[src/rtl/cpu_pkg.sv]
`default_nettype none
// ============================================================================
// Module  : cpu_pkg
// Purpose : Shared encodings for the MIPS fetch stage: next-PC select codes,
//           fetch FSM state encoding, default reset PC and an alignment helper.
// Ports   : none (package)
// Revision: 1.0 - initial release
// ============================================================================
package cpu_pkg;

  // Next-PC select codes driven by the controller
  localparam logic [1:0] NPC_SEQ = 2'b00;  // pc + 4
  localparam logic [1:0] NPC_JR  = 2'b01;  // register Rs
  localparam logic [1:0] NPC_BR  = 2'b10;  // conditional PC-relative branch
  localparam logic [1:0] NPC_JMP = 2'b11;  // j / jal pseudo-absolute target

  localparam logic [31:0] RESET_PC_DEFAULT = 32'h0040_0000;

  typedef enum logic [1:0] {
    S_BOOT  = 2'd0,
    S_FETCH = 2'd1,
    S_ISSUE = 2'd2,
    S_FAULT = 2'd3
  } fetch_state_e;

  function automatic logic is_word_aligned(input logic [31:0] addr);
    return (addr[1:0] == 2'b00);
  endfunction

endpackage : cpu_pkg
`default_nettype wire

[src/rtl/npc_calc.sv]
`default_nettype none
// ============================================================================
// Module  : npc_calc
// Purpose : Combinational next-PC generator for the fetch stage.
// Ports   : pc           in  32  address of the current instruction
//           instr        in  32  current instruction word
//           npc_sel      in  2   next-PC select (seq / jr / branch / jump)
//           branch_taken in  1   branch condition, used only for NPC_BR
//           rs_val       in  32  register Rs value for jr
//           npc          out 32  next program counter
// Revision: 1.0 - initial release
// ============================================================================
module npc_calc
  import cpu_pkg::*;
(
  input  logic [31:0] pc,
  input  logic [31:0] instr,
  input  logic [1:0]  npc_sel,
  input  logic        branch_taken,
  input  logic [31:0] rs_val,
  output logic [31:0] npc
);

  logic [31:0] w_pc4;
  logic [31:0] w_br_off;
  logic [31:0] w_br_tgt;
  logic [31:0] w_jmp_tgt;
  logic        unused_opcode;

  // All sums are 32 bits wide; carry out is dropped so addresses wrap.
  assign w_pc4     = pc + 32'd4;
  // Sign-extended 16-bit word offset, shifted to a byte offset.
  assign w_br_off  = {{14{instr[15]}}, instr[15:0], 2'b00};
  assign w_br_tgt  = w_pc4 + w_br_off;
  // Jump target keeps the 256 MB region of the delay-slot address.
  assign w_jmp_tgt = {w_pc4[31:28], instr[25:0], 2'b00};

  // Opcode field is decoded elsewhere; not needed for target formation.
  assign unused_opcode = ^instr[31:26];

  always_comb begin
    npc = w_pc4;
    case (npc_sel)
      NPC_SEQ: npc = w_pc4;
      NPC_JR:  npc = rs_val;
      NPC_BR:  npc = branch_taken ? w_br_tgt : w_pc4;
      NPC_JMP: npc = w_jmp_tgt;
      default: npc = w_pc4;
    endcase
  end

endmodule : npc_calc
`default_nettype wire

[src/rtl/pc_fetch_unit.sv]
`default_nettype none
// ============================================================================
// Module  : pc_fetch_unit
// Purpose : Instruction-fetch stage. Holds the PC, fetches one word from
//           variable-latency imem over req/rvalid, presents it to decode and
//           waits for exec_done before applying the selected next PC.
// Ports   : clk, rst          clock, synchronous active-high reset
//           imem_req/addr     fetch request (held until rvalid) and address
//           imem_rvalid/rdata returned instruction word
//           instr_valid/instr/pc  instruction presented to decode
//           exec_done         current instruction retires this cycle
//           npc_sel, branch_taken, rs_val  next-PC controls (with exec_done)
//           fetch_fault       sticky misaligned-next-PC flag
//           retired_cnt       wrapping count of retired instructions
// Revision: 1.0 - initial release
// ============================================================================
module pc_fetch_unit
  import cpu_pkg::*;
#(
  parameter logic [31:0] RESET_PC = RESET_PC_DEFAULT,
  parameter int          CNT_W    = 32
) (
  input  logic             clk,
  input  logic             rst,
  output logic             imem_req,
  output logic [31:0]      imem_addr,
  input  logic             imem_rvalid,
  input  logic [31:0]      imem_rdata,
  output logic             instr_valid,
  output logic [31:0]      instr,
  output logic [31:0]      pc,
  input  logic             exec_done,
  input  logic [1:0]       npc_sel,
  input  logic             branch_taken,
  input  logic [31:0]      rs_val,
  output logic             fetch_fault,
  output logic [CNT_W-1:0] retired_cnt
);

  localparam logic [CNT_W-1:0] CNT_ONE = {{(CNT_W-1){1'b0}}, 1'b1};

  fetch_state_e     state_q, state_d;
  logic [31:0]      pc_q, pc_d;
  logic [31:0]      instr_q, instr_d;
  logic             instr_valid_q, instr_valid_d;
  logic             fault_q, fault_d;
  logic [CNT_W-1:0] cnt_q, cnt_d;
  logic [31:0]      w_npc;

  npc_calc u_npc_calc (
    .pc           (pc_q),
    .instr        (instr_q),
    .npc_sel      (npc_sel),
    .branch_taken (branch_taken),
    .rs_val       (rs_val),
    .npc          (w_npc)
  );

  always_ff @(posedge clk) begin
    if (rst) begin
      state_q       <= S_BOOT;
      pc_q          <= RESET_PC;
      instr_q       <= 32'd0;
      instr_valid_q <= 1'b0;
      fault_q       <= 1'b0;
      cnt_q         <= '0;
    end else begin
      state_q       <= state_d;
      pc_q          <= pc_d;
      instr_q       <= instr_d;
      instr_valid_q <= instr_valid_d;
      fault_q       <= fault_d;
      cnt_q         <= cnt_d;
    end
  end

  // rvalid is only honoured in S_FETCH and exec_done only in S_ISSUE, so a
  // stray pulse in any other state cannot load a word or retire twice.
  always_comb begin
    state_d       = state_q;
    pc_d          = pc_q;
    instr_d       = instr_q;
    instr_valid_d = instr_valid_q;
    fault_d       = fault_q;
    cnt_d         = cnt_q;
    case (state_q)
      S_BOOT: begin
        state_d = S_FETCH;
      end
      S_FETCH: begin
        if (imem_rvalid) begin
          instr_d       = imem_rdata;
          instr_valid_d = 1'b1;
          state_d       = S_ISSUE;
        end
      end
      S_ISSUE: begin
        if (exec_done) begin
          pc_d          = w_npc;
          instr_valid_d = 1'b0;
          cnt_d         = cnt_q + CNT_ONE;
          if (is_word_aligned(w_npc)) begin
            state_d = S_FETCH;
          end else begin
            // Faulting address is kept in pc for diagnosis; only rst exits.
            fault_d = 1'b1;
            state_d = S_FAULT;
          end
        end
      end
      S_FAULT: begin
        instr_valid_d = 1'b0;
      end
      default: begin
        state_d = S_BOOT;
      end
    endcase
  end

  assign imem_req    = (state_q == S_FETCH);
  assign imem_addr   = pc_q;
  assign instr_valid = instr_valid_q;
  assign instr       = instr_q;
  assign pc          = pc_q;
  assign fetch_fault = fault_q;
  assign retired_cnt = cnt_q;

endmodule : pc_fetch_unit
`default_nettype wire

[config.mk]
export PLATFORM = sky130hd
export DESIGN_NAME = pc_fetch_unit
export DESIGN_NICKNAME = d
export VERILOG_FILES = /design/src/rtl/cpu_pkg.sv /design/src/rtl/npc_calc.sv /design/src/rtl/pc_fetch_unit.sv
export SDC_FILE = /design/constraint.sdc
export NUM_CORES = 1
export LEC_CHECK = 0
export CAP_MARGIN = 0
export CORE_UTILIZATION = 45
export CTS_CLUSTER_DIAMETER = 120
export CTS_CLUSTER_SIZE = 10
export DETAILED_ROUTE_END_ITERATION = 8
export PLACE_DENSITY = 0.73
export SYNTH_ARGS = -nofsm -noshare
export SYNTH_HDL_FRONTEND = slang
export SYNTH_HIERARCHICAL = 1
export SYNTH_SLANG_ARGS = --single-unit
[constraint.sdc]
create_clock -name clk -period 10.9 [get_ports clk]
set_input_delay 2.18 -clock clk [delete_from_list [all_inputs] [get_ports clk]]
set_output_delay 2.18 -clock clk [all_outputs]
set_load 0.05 [all_outputs]
==> run metrics, run 1 <==
internal power=0.652 mW; Yosys reg bits=100; final hold vios=0; drt first-iter violations=585; PwrDens=102 nW/um2; Psw=0.314 mW; number of buffers created by CTS=9; Max Transition Viols Final=0; ys async rst share=0%; Initial Utilization=46.1%; Required @ worst endpoint=11.18 ns; largest fanout on the critical path=9; DRC Markers=0; CTS Sinks=100; H-tree levels=3; gr usage total=28.1%; I/O pin count=202; CP Class=reg -> reg; cell area after synthesis=7290 um2; worst skew pair latency=0.35 ns; Tcrit/Tclk final=40.7%; share of power burned in registers=40.7%; clock share of power=36.1%; element type at the critical path start=flip-flop; Clock Skews=0.00772 ns; Post-synth EDFFs=0; vias after detailed routing=7568; Antenna Nets Post-Route=0; Slew headroom=25.5%; CTS tree=yes; Seq/Total Area, Yosys=27.4%; Layout Nets=1228; die area=16700 um2; share of cells above drive strength 1=3.66%; switching share of total power=32.5%; Routability Congestion=0.939; Diodes inserted=0; Overflow after GRT=0; Clk Tree Root Cell=clkbuf_16; Syn Area/Cell=7.41 um2; initial antenna violation count=0; number of global-route vias before repair=6880; WL per Instance=17.5 um; crit path DAT=4.71 ns; largest net degree at the start of global routing=102; combinational power share=23.2%; Hold Slack=0.456 ns; FP Rows=46; P_leak=3.46 nW; CTS clock-pin slew for the worst setup and hold paths=0.08 ns; IO buf count=201; status=complete, no violations; Critical Path Sink Type=flip-flop; die height=129 um; setup_tns=0 ns; Resized Gates After CTS=0; Core ar.=15800 um2; RSZ-0062 raised after global routing=no; first-pass GRT wire length=36.6 mm; Post-CTS Setup Inserts=0; Die W=129 um; Ys Warns=6; prevailing post-synth register cell=dfxtp_1; fmax=0.226 GHz; final setup violation count=0; Max Root-Sink Buffers=2; max-capacitance violation count=0; post-detail-place hpwl=16.7 mm; Mapped Cells=984; count of different cell masters after synthesis=69; Pre-antenna DRT Iters=5; via/cell ratio=5.66; P&R area growth vs syn=29.8%; final wirelength=23.4 mm; cts hold-fix bufs=0; crit path time final=4.43 ns; Tightest Pin Transition=1.12 ns; Mapped Nets=1096; Hold Path Class=reg -> reg; Worst VDD drop=0.0659 mV; Tot Pwr=0.965 mW
-- worst paths after layout --
check | start | to | slack (ns) | cells past startpoint
max | imem_addr[2] | imem_addr[30] | 6.47 | 16
min | instr[30] | instr[30] | 0.46 | 2
max reg2reg | imem_addr[2] | imem_addr[30] | 6.47 | 16
min reg2reg | instr[30] | instr[30] | 0.46 | 2
-- stage by stage --
step / instance area (um2) / instances / worst slack, ns / util [%]
detailed placement: 9150 / 1321 / 6.32 / 57.8
global route: 9470 / 1337 / 6.16 / 59.8
floorplan: 7290 / 984 / 6.87 / -
CTS: 9470 / 1337 / 6.54 / 59.8
finish: 9470 / 1337 / 6.47 / 59.8
global placement: 9150 / 1321 / 6.39 / 57.8
-- final cells by class --
cell class / count / area (um2)
sequential: 100 / 2000
clock inverter: 6 / 80.1
multi-input combinational: 766 / 4700
fill: 1467 / 6360
clock buffer: 10 / 239
inverter: 30 / 113
tap: 216 / 270
timing repair buffer: 209 / 2060
-- placed cells by master (no fill, tap or decap), types with 11 or more instances in the layout --
cell type / instances
nand4_1: 15
ha_1: 40
nand2_1: 189
dfxtp_1: 100
xor2_1: 21
a21oi_1: 140
xnor2_1: 35
nor2_1: 54
mux2i_1: 22
o31ai_1: 13
and3_1: 14
clkdlybuf4s50_1: 198
o21ai_1: 14
nand3_1: 21
o21ai_0: 21
or3_1: 11
nor3_1: 13
inv_1: 30
a211oi_1: 18
-- registers in the layout, indices dropped and copies added (netlist names) --
signal       flops
imem_addr       32
instr           32
retired_cnt     32
state_q          2
fetch_fault      1
instr_valid      1
-- cell usage after synthesis (10+ instances only) --
| master | instances | share of area, % |
|---|---|---|
| a21oi_1 | 140 | 9.6 |
| and3_1 | 14 | 1.2 |
| ha_1 | 40 | 6.9 |
| o31ai_1 | 13 | 1.3 |
| a211oi_1 | 18 | 1.9 |
| o21ai_1 | 14 | 0.96 |
| or3_1 | 11 | 0.94 |
| dfxtp_1 | 100 | 27 |
| inv_1 | 30 | 1.5 |
| xnor2_1 | 35 | 4.2 |
| nand2_1 | 189 | 9.7 |
| nand4_1 | 15 | 1.3 |
| or4_1 | 10 | 1.0 |
| o21ai_0 | 21 | 1.4 |
| nand3_1 | 21 | 1.4 |
| a21o_1 | 10 | 1.0 |
| mux2i_1 | 22 | 3.0 |
| xor2_1 | 21 | 2.5 |
| nor2_1 | 54 | 2.8 |
| nor3_1 | 13 | 0.89 |
| buf_4 | 32 | 3.3 |
| clkbuf_1 | 49 | 2.5 |
-- cell families after synthesis --
group | synth area share, %
DFF | 27.4
muxes | 3.48
adders and majority gates | 7.14
buffers and inverters | 8.08
AOI/OAI and AO/OA | 23.0
xor gates and xnor gates | 6.72
and+or+nand+nor | 24.2
-- metal layers --
layer | up-vias | routed length [um] | GRT usage, %
li1 | 3718 | - | -
met3 | 30 | 2030 | 7.18
met2 | 279 | 10600 | 44.1
met1 | 3541 | 10500 | 38.1
met4 | 0 | 332 | 7.82
met5 | - | 0 | 0
-- worst max-delay path, cell delays in order (launching register included) --
cell and delay (ns):
dfxtp_1 0.57, ha_1 0.33, and3_1 0.29, and2_1 0.24, nand4_1 0.14, xnor2_1 0.18, ha_1 0.41, nand4_1 0.17
or3_1 0.41, a41oi_1 0.26, a31oi_1 0.16, o21ai_1 0.45, a2111oi_2 0.16, mux2i_1 0.15, o31ai_1 0.24, nand2_1 0.08
a21oi_1 0.13
-- power by group through the flow --
stage               sequential (mW)  combinational, mW  clock [mW]
detailed placement            0.401              0.221           0
global route                  0.395              0.241       0.370
finish                        0.393              0.224       0.348
global placement              0.401              0.220           0
floorplan                     0.436              0.105           0
CTS                           0.393              0.223       0.354
Note: power is estimated with default switching activity, not from simulation.
==> run 2, diff against run 1 <==
==> constraint.sdc (replaced) <==
create_clock -name clk -period 4.48 [get_ports clk]
set_input_delay 0.896 -clock clk [delete_from_list [all_inputs] [get_ports clk]]
set_output_delay 0.896 -clock clk [all_outputs]
set_load 0.05 [all_outputs]
==> run 2 against run 1 <==
Critical path depth is 1 higher. Maximum frequency up 8.1%. Worst hold slack got worse by 0.0017 ns. Die area stayed put. Clock skew is 0.00061 ns lower. Non-clock buffer count is 7 higher. Final cell count grew 0.52%. Clock-buffer cell count unchanged. Highest routed layer unchanged.
==> run metrics, run 2 (synthesis gave the netlist of run 1 again) <==
status=complete, no violations; Pre-antenna DRT Iters=5; PwrDens=252 nW/um2; die area=16700 um2; most frequent cells in the layout=clkdlybuf4s50_1 (198), nand2_1 (189), a21oi_1 (140), dfxtp_1 (98), nor2_1 (54); CP max-delay cell=dfxtp_1; number of buffers created by CTS=9; Clk Tree Root Cell=clkbuf_16; IO buf count=201; combinational power share=23.0%; P_leak=3.51 nW; internal power=1.64 mW; Overflow after GRT=0; die height=129 um; first-pass GRT wire length=36.8 mm; crit path DAT=4.38 ns; Psw=0.761 mW; Diodes inserted=0; Max Root-Sink Buffers=2; Tightest Pin Transition=1.12 ns; Slew headroom=25.1%; clock share of power=37.4%; Die W=129 um; crit path time final=4.10 ns; Core ar.=15800 um2; Initial Utilization=46.1%; I/O pin count=202; Layout Nets=1235; Antenna Nets Post-Route=0; vias after detailed routing=7608; Tcrit/Tclk final=91.5%; share of power burned in registers=39.6%; Clock Skews=0.00710 ns; final wirelength=23.4 mm; P&R area growth vs syn=30.7%; CTS clock-pin slew for the worst setup and hold paths=0.07 ns; worst skew pair latency=0.36 ns; Max Transition Viols Final=0; DRC Markers=0; Worst VDD drop=0.239 mV; Finished Layout Cells=1344; switching share of total power=31.7%; commonest non-fill, non-tap cell in the layout=clkdlybuf4s50_1; gr usage total=28.2%; cell mode on critical path=nand4_1; WL per Instance=17.4 um; post-detail-place hpwl=16.9 mm; CP Class=reg -> reg; Critical Path Sink Type=flip-flop; number of global-route vias before repair=7088; FP Rows=46; max-capacitance violation count=0; largest fanout on the critical path=7; Required @ worst endpoint=4.76 ns; CTS Sinks=100; CTS tree=yes; final setup violation count=0; fmax=0.244 GHz; setup_tns=0 ns; largest net degree at the start of global routing=102; element type at the critical path start=flip-flop; drt first-iter violations=548; Routability Congestion=0.930; H-tree levels=3; crit-path max cell delay=0.46 ns; Hold Slack=0.454 ns; final hold vios=0; RSZ-0062 raised after global routing=no; initial antenna violation count=0; share of cells above drive strength 1=4.52%; Inst Count DP=1328; Hold Path Class=reg -> reg; worst path cell trace=and4_1, and3_2, and2_1, nand4_1, xnor2_1, ha_1, nand4_1, nor2_1, nor3_2, a41oi_1, a31oi_1, o21ai_1, a2111oi_2, mux2i_1, o31ai_1, nand2_1, a21oi_1; via/cell ratio=5.66
-- run 2: metrics by stage --
stage	setup slack (ns)	utilization, %	power [mW]	instance area, um2
floorplan	0.454	-	1.32	7290
global placement	0.476	58.1	1.51	9200
detailed placement	0.347	58.1	1.52	9200
CTS	0.301	60.2	2.41	9530
global route	0.00120	60.3	2.49	9540
finish	0.380	60.3	2.40	9540
-- run 2: power by group through the flow --
stage	combinational [mW]	sequential, mW	clock, mW
5_1_grt	0.593	0.958	0.942
2_1_floorplan	0.256	1.06	0
4_1_cts	0.549	0.953	0.911
3_3_place_gp	0.542	0.973	0
6_report	0.552	0.953	0.899
3_5_place_dp	0.546	0.974	0
-- run 2: layer usage --
metal  track usage, %  routed length, um  vias up
li1                 -                  -     3733
met1             37.2              10600     3578
met2             46.1              10800      273
met3             6.52               1790       24
met4             7.96                306        0
met5                0                  0        -
-- run 2: worst max-delay path, delay by kind of cell, from the launching register on --
kind                       cells  cell delay [ns]
adders and majority gates      1             0.33
AOI/OAI and AO/OA              6             1.44
and+or+nand+nor                8             1.45
muxes                          1             0.13
DFF                            1             0.46
xor gates and xnor gates       1             0.22
-- run 2: final timing paths --
path	startpoint	to	slack (ns)	cells past startpoint
worst max-delay path	imem_addr[5]	imem_addr[30]	0.38	17
worst max register to register	imem_addr[5]	imem_addr[30]	0.38	17
worst min register to register	instr[27]	instr[27]	0.45	2
worst min-delay path	instr[27]	instr[27]	0.45	2
-- run 2: area by class of cell --
cell class | count | area (um2)
inverters | 30 | 113
clock buffers | 10 | 239
well taps | 216 | 270
flip-flops and latches | 100 | 2000
clock inverters | 6 | 93.8
multi-input cells | 766 | 4700
fillers | 1457 | 6290
repair buffers | 216 | 2110
-- run 2: timing repair --
action / CTS / global route
hold buffers: 0 / 0
setup endpoints to repair: 0 / 1
buffers inserted: 0 / 0
endpoints found under the hold margin: 0 / 0
gates resized for setup: 0 / 3
==> run 3, diff against run 2 <==
--- a/config.mk
+++ b/config.mk
@@ -6,11 +6,12 @@
 export NUM_CORES = 1
 export LEC_CHECK = 0
 export CAP_MARGIN = 0
+export CORE_MARGIN = 2
 export CORE_UTILIZATION = 45
 export CTS_CLUSTER_DIAMETER = 120
 export CTS_CLUSTER_SIZE = 10
 export DETAILED_ROUTE_END_ITERATION = 8
-export PLACE_DENSITY = 0.73
+export PLACE_DENSITY = 0.76
 export SYNTH_ARGS = -nofsm -noshare
 export SYNTH_HDL_FRONTEND = slang
 export SYNTH_HIERARCHICAL = 1
==> run 3 against run 2 <==
Die area is 3.1% higher. Highest routed layer unchanged. Final area decreased by 0.10%. Final cell count barely moved. Clock-buffer cell count unchanged. First-iteration DRC count up 4.2%. Sequential share of layout area about the same. Register-to-register slack improved by 0.05 ns. Total power shrank 1.7%. Core utilization shrank 0.28 points. Critical path depth decreased by 1. Maximum frequency rose by 1.3%.
==> run metrics, run 3 (synthesis gave the netlist of run 1 again) <==
Clk Tree Root Cell=clkbuf_16; Core ar.=15900 um2; Hold Slack=0.455 ns; crit-path max cell delay=0.43 ns; post-detail-place hpwl=17.1 mm; number of global-route vias before repair=6965; die height=131 um; crit path DAT=4.32 ns; setup_tns=0 ns; WL per Instance=17.4 um; CTS clock-pin slew for the worst setup and hold paths=0.08 ns; commonest non-fill, non-tap cell in the layout=clkdlybuf4s50_1; P_leak=3.51 nW; cell mode on critical path=nand4_1; status=complete, no violations; Tcrit/Tclk final=90.3%; Required @ worst endpoint=4.76 ns; Max Root-Sink Buffers=2; die area=17200 um2; largest fanout on the critical path=7; H-tree levels=3; max-capacitance violation count=0; Diodes inserted=0; most frequent cells in the layout=clkdlybuf4s50_1 (198), nand2_1 (189), a21oi_1 (140), dfxtp_1 (99), nor2_1 (54); via/cell ratio=5.64; DRC Markers=0; Hold Path Class=reg -> reg; number of buffers created by CTS=9; CP max-delay cell=dfxtp_1; IO buf count=201; largest net degree at the start of global routing=102; P&R area growth vs syn=30.6%; Antenna Nets Post-Route=0; worst path cell trace=and4_1, and3_2, and2_1, nand4_1, xnor2_1, ha_1, nand4_1, or3_1, a41oi_1, a31oi_1, o21ai_1, a2111oi_2, mux2i_1, o31ai_1, nand2_1, a21oi_1; Clock Skews=0.00774 ns; first-pass GRT wire length=37.1 mm; Slew headroom=27.7%; worst skew pair latency=0.36 ns; Tightest Pin Transition=1.08 ns; I/O pin count=202; cell count along the critical path=16; FP Rows=46; share of cells above drive strength 1=4.52%; Critical Path Sink Type=flip-flop; r2r worst-path depth=16; element type at the critical path start=flip-flop; RSZ-0062 raised after global routing=no; crit path time final=4.05 ns; Initial Utilization=45.9%; final setup violation count=0; PwrDens=248 nW/um2; cts hold-fix bufs=0; vias after detailed routing=7580; FILL cells=1489; Worst VDD drop=0.185 mV; WHS Path Cells=2; CTS Sinks=100; fmax=0.247 GHz; final hold vios=0; final wirelength=23.4 mm; initial antenna violation count=0; Worst Path Buf+Inv=0; CP Class=reg -> reg; Layout Nets=1236; Overflow after GRT=0; Routability Congestion=0.903; crit-path leading delay family=simple AND/OR/NAND/NOR gates; Pre-antenna DRT Iters=5; gr usage total=26.3%; Die W=131 um; drt first-iter violations=571; Max Transition Viols Final=0; CTS tree=yes
-- run 3: worst paths after layout --
kind                      from       endpoint  slack, ns
setup / recovery  imem_addr[5]  imem_addr[30]       0.43
hold / removal       instr[29]      instr[29]       0.45
setup reg to reg  imem_addr[5]  imem_addr[30]       0.43
hold reg to reg      instr[29]      instr[29]       0.45
-- run 3: layout make-up --
type / instances / area (um2) / share of cell area, %
multi-input cells: 766 / 4700 / 49.4
repair buffers: 217 / 2120 / 22.2
flip-flops and latches: 100 / 2000 / 21.0
well taps: 216 / 270 / 2.84
clock buffers: 10 / 239 / 2.51
inverters: 30 / 113 / 1.18
clock inverters: 6 / 77.6 / 0.814
-- run 3: worst reg2reg max path, cell delays in order (launching register included) --
cell,delay (ns)
dfxtp_1,0.43
and4_1,0.31
and3_2,0.29
and2_1,0.19
nand4_1,0.12
xnor2_1,0.17
ha_1,0.40
nand4_1,0.17
or3_1,0.41
a41oi_1,0.22
a31oi_1,0.15
o21ai_1,0.37
a2111oi_2,0.15
mux2i_1,0.15
o31ai_1,0.23
nand2_1,0.07
a21oi_1,0.13
-- run 3: stage by stage --
step                setup WS (ns)  power (mW)  util, %  std cells  instance area, um2
floorplan                   0.454        1.32        -        984                7290
global placement            0.439        1.52     58.0       1329                9210
detailed placement          0.399        1.52     58.0       1329                9210
CTS                         0.352        2.37     60.0       1345                9520
global route               0.0376        2.45     60.0       1345                9530
finish                      0.434        2.36     60.0       1345                9530
-- run 3: metal layers --
layer  share of wire, %  wire, um  global-route usage, %  vias up
met5                  0         0                      0        -
met4                1.5       361                   6.76        0
met3                7.6      1770                   5.52       27
met2                 46     10800                   42.9      256
met1                 45     10500                   35.5     3562
li1                   -         -                      -     3735
-- run 3: repair_timing --
| action | in CTS | in global routing |
|---|---|---|
| resized for setup | 0 | 2 |
| setup buffers | 0 | 0 |
| setup endpoints to repair | 0 | 1 |
-- run 3: power breakdown --
| part | leakage, nW | switching [mW] | internal (mW) |
|---|---|---|---|
| sequential | 0.809 | 0.0354 | 0.918 |
| combinational | 2.54 | 0.338 | 0.211 |
| clock | 0.153 | 0.399 | 0.461 |
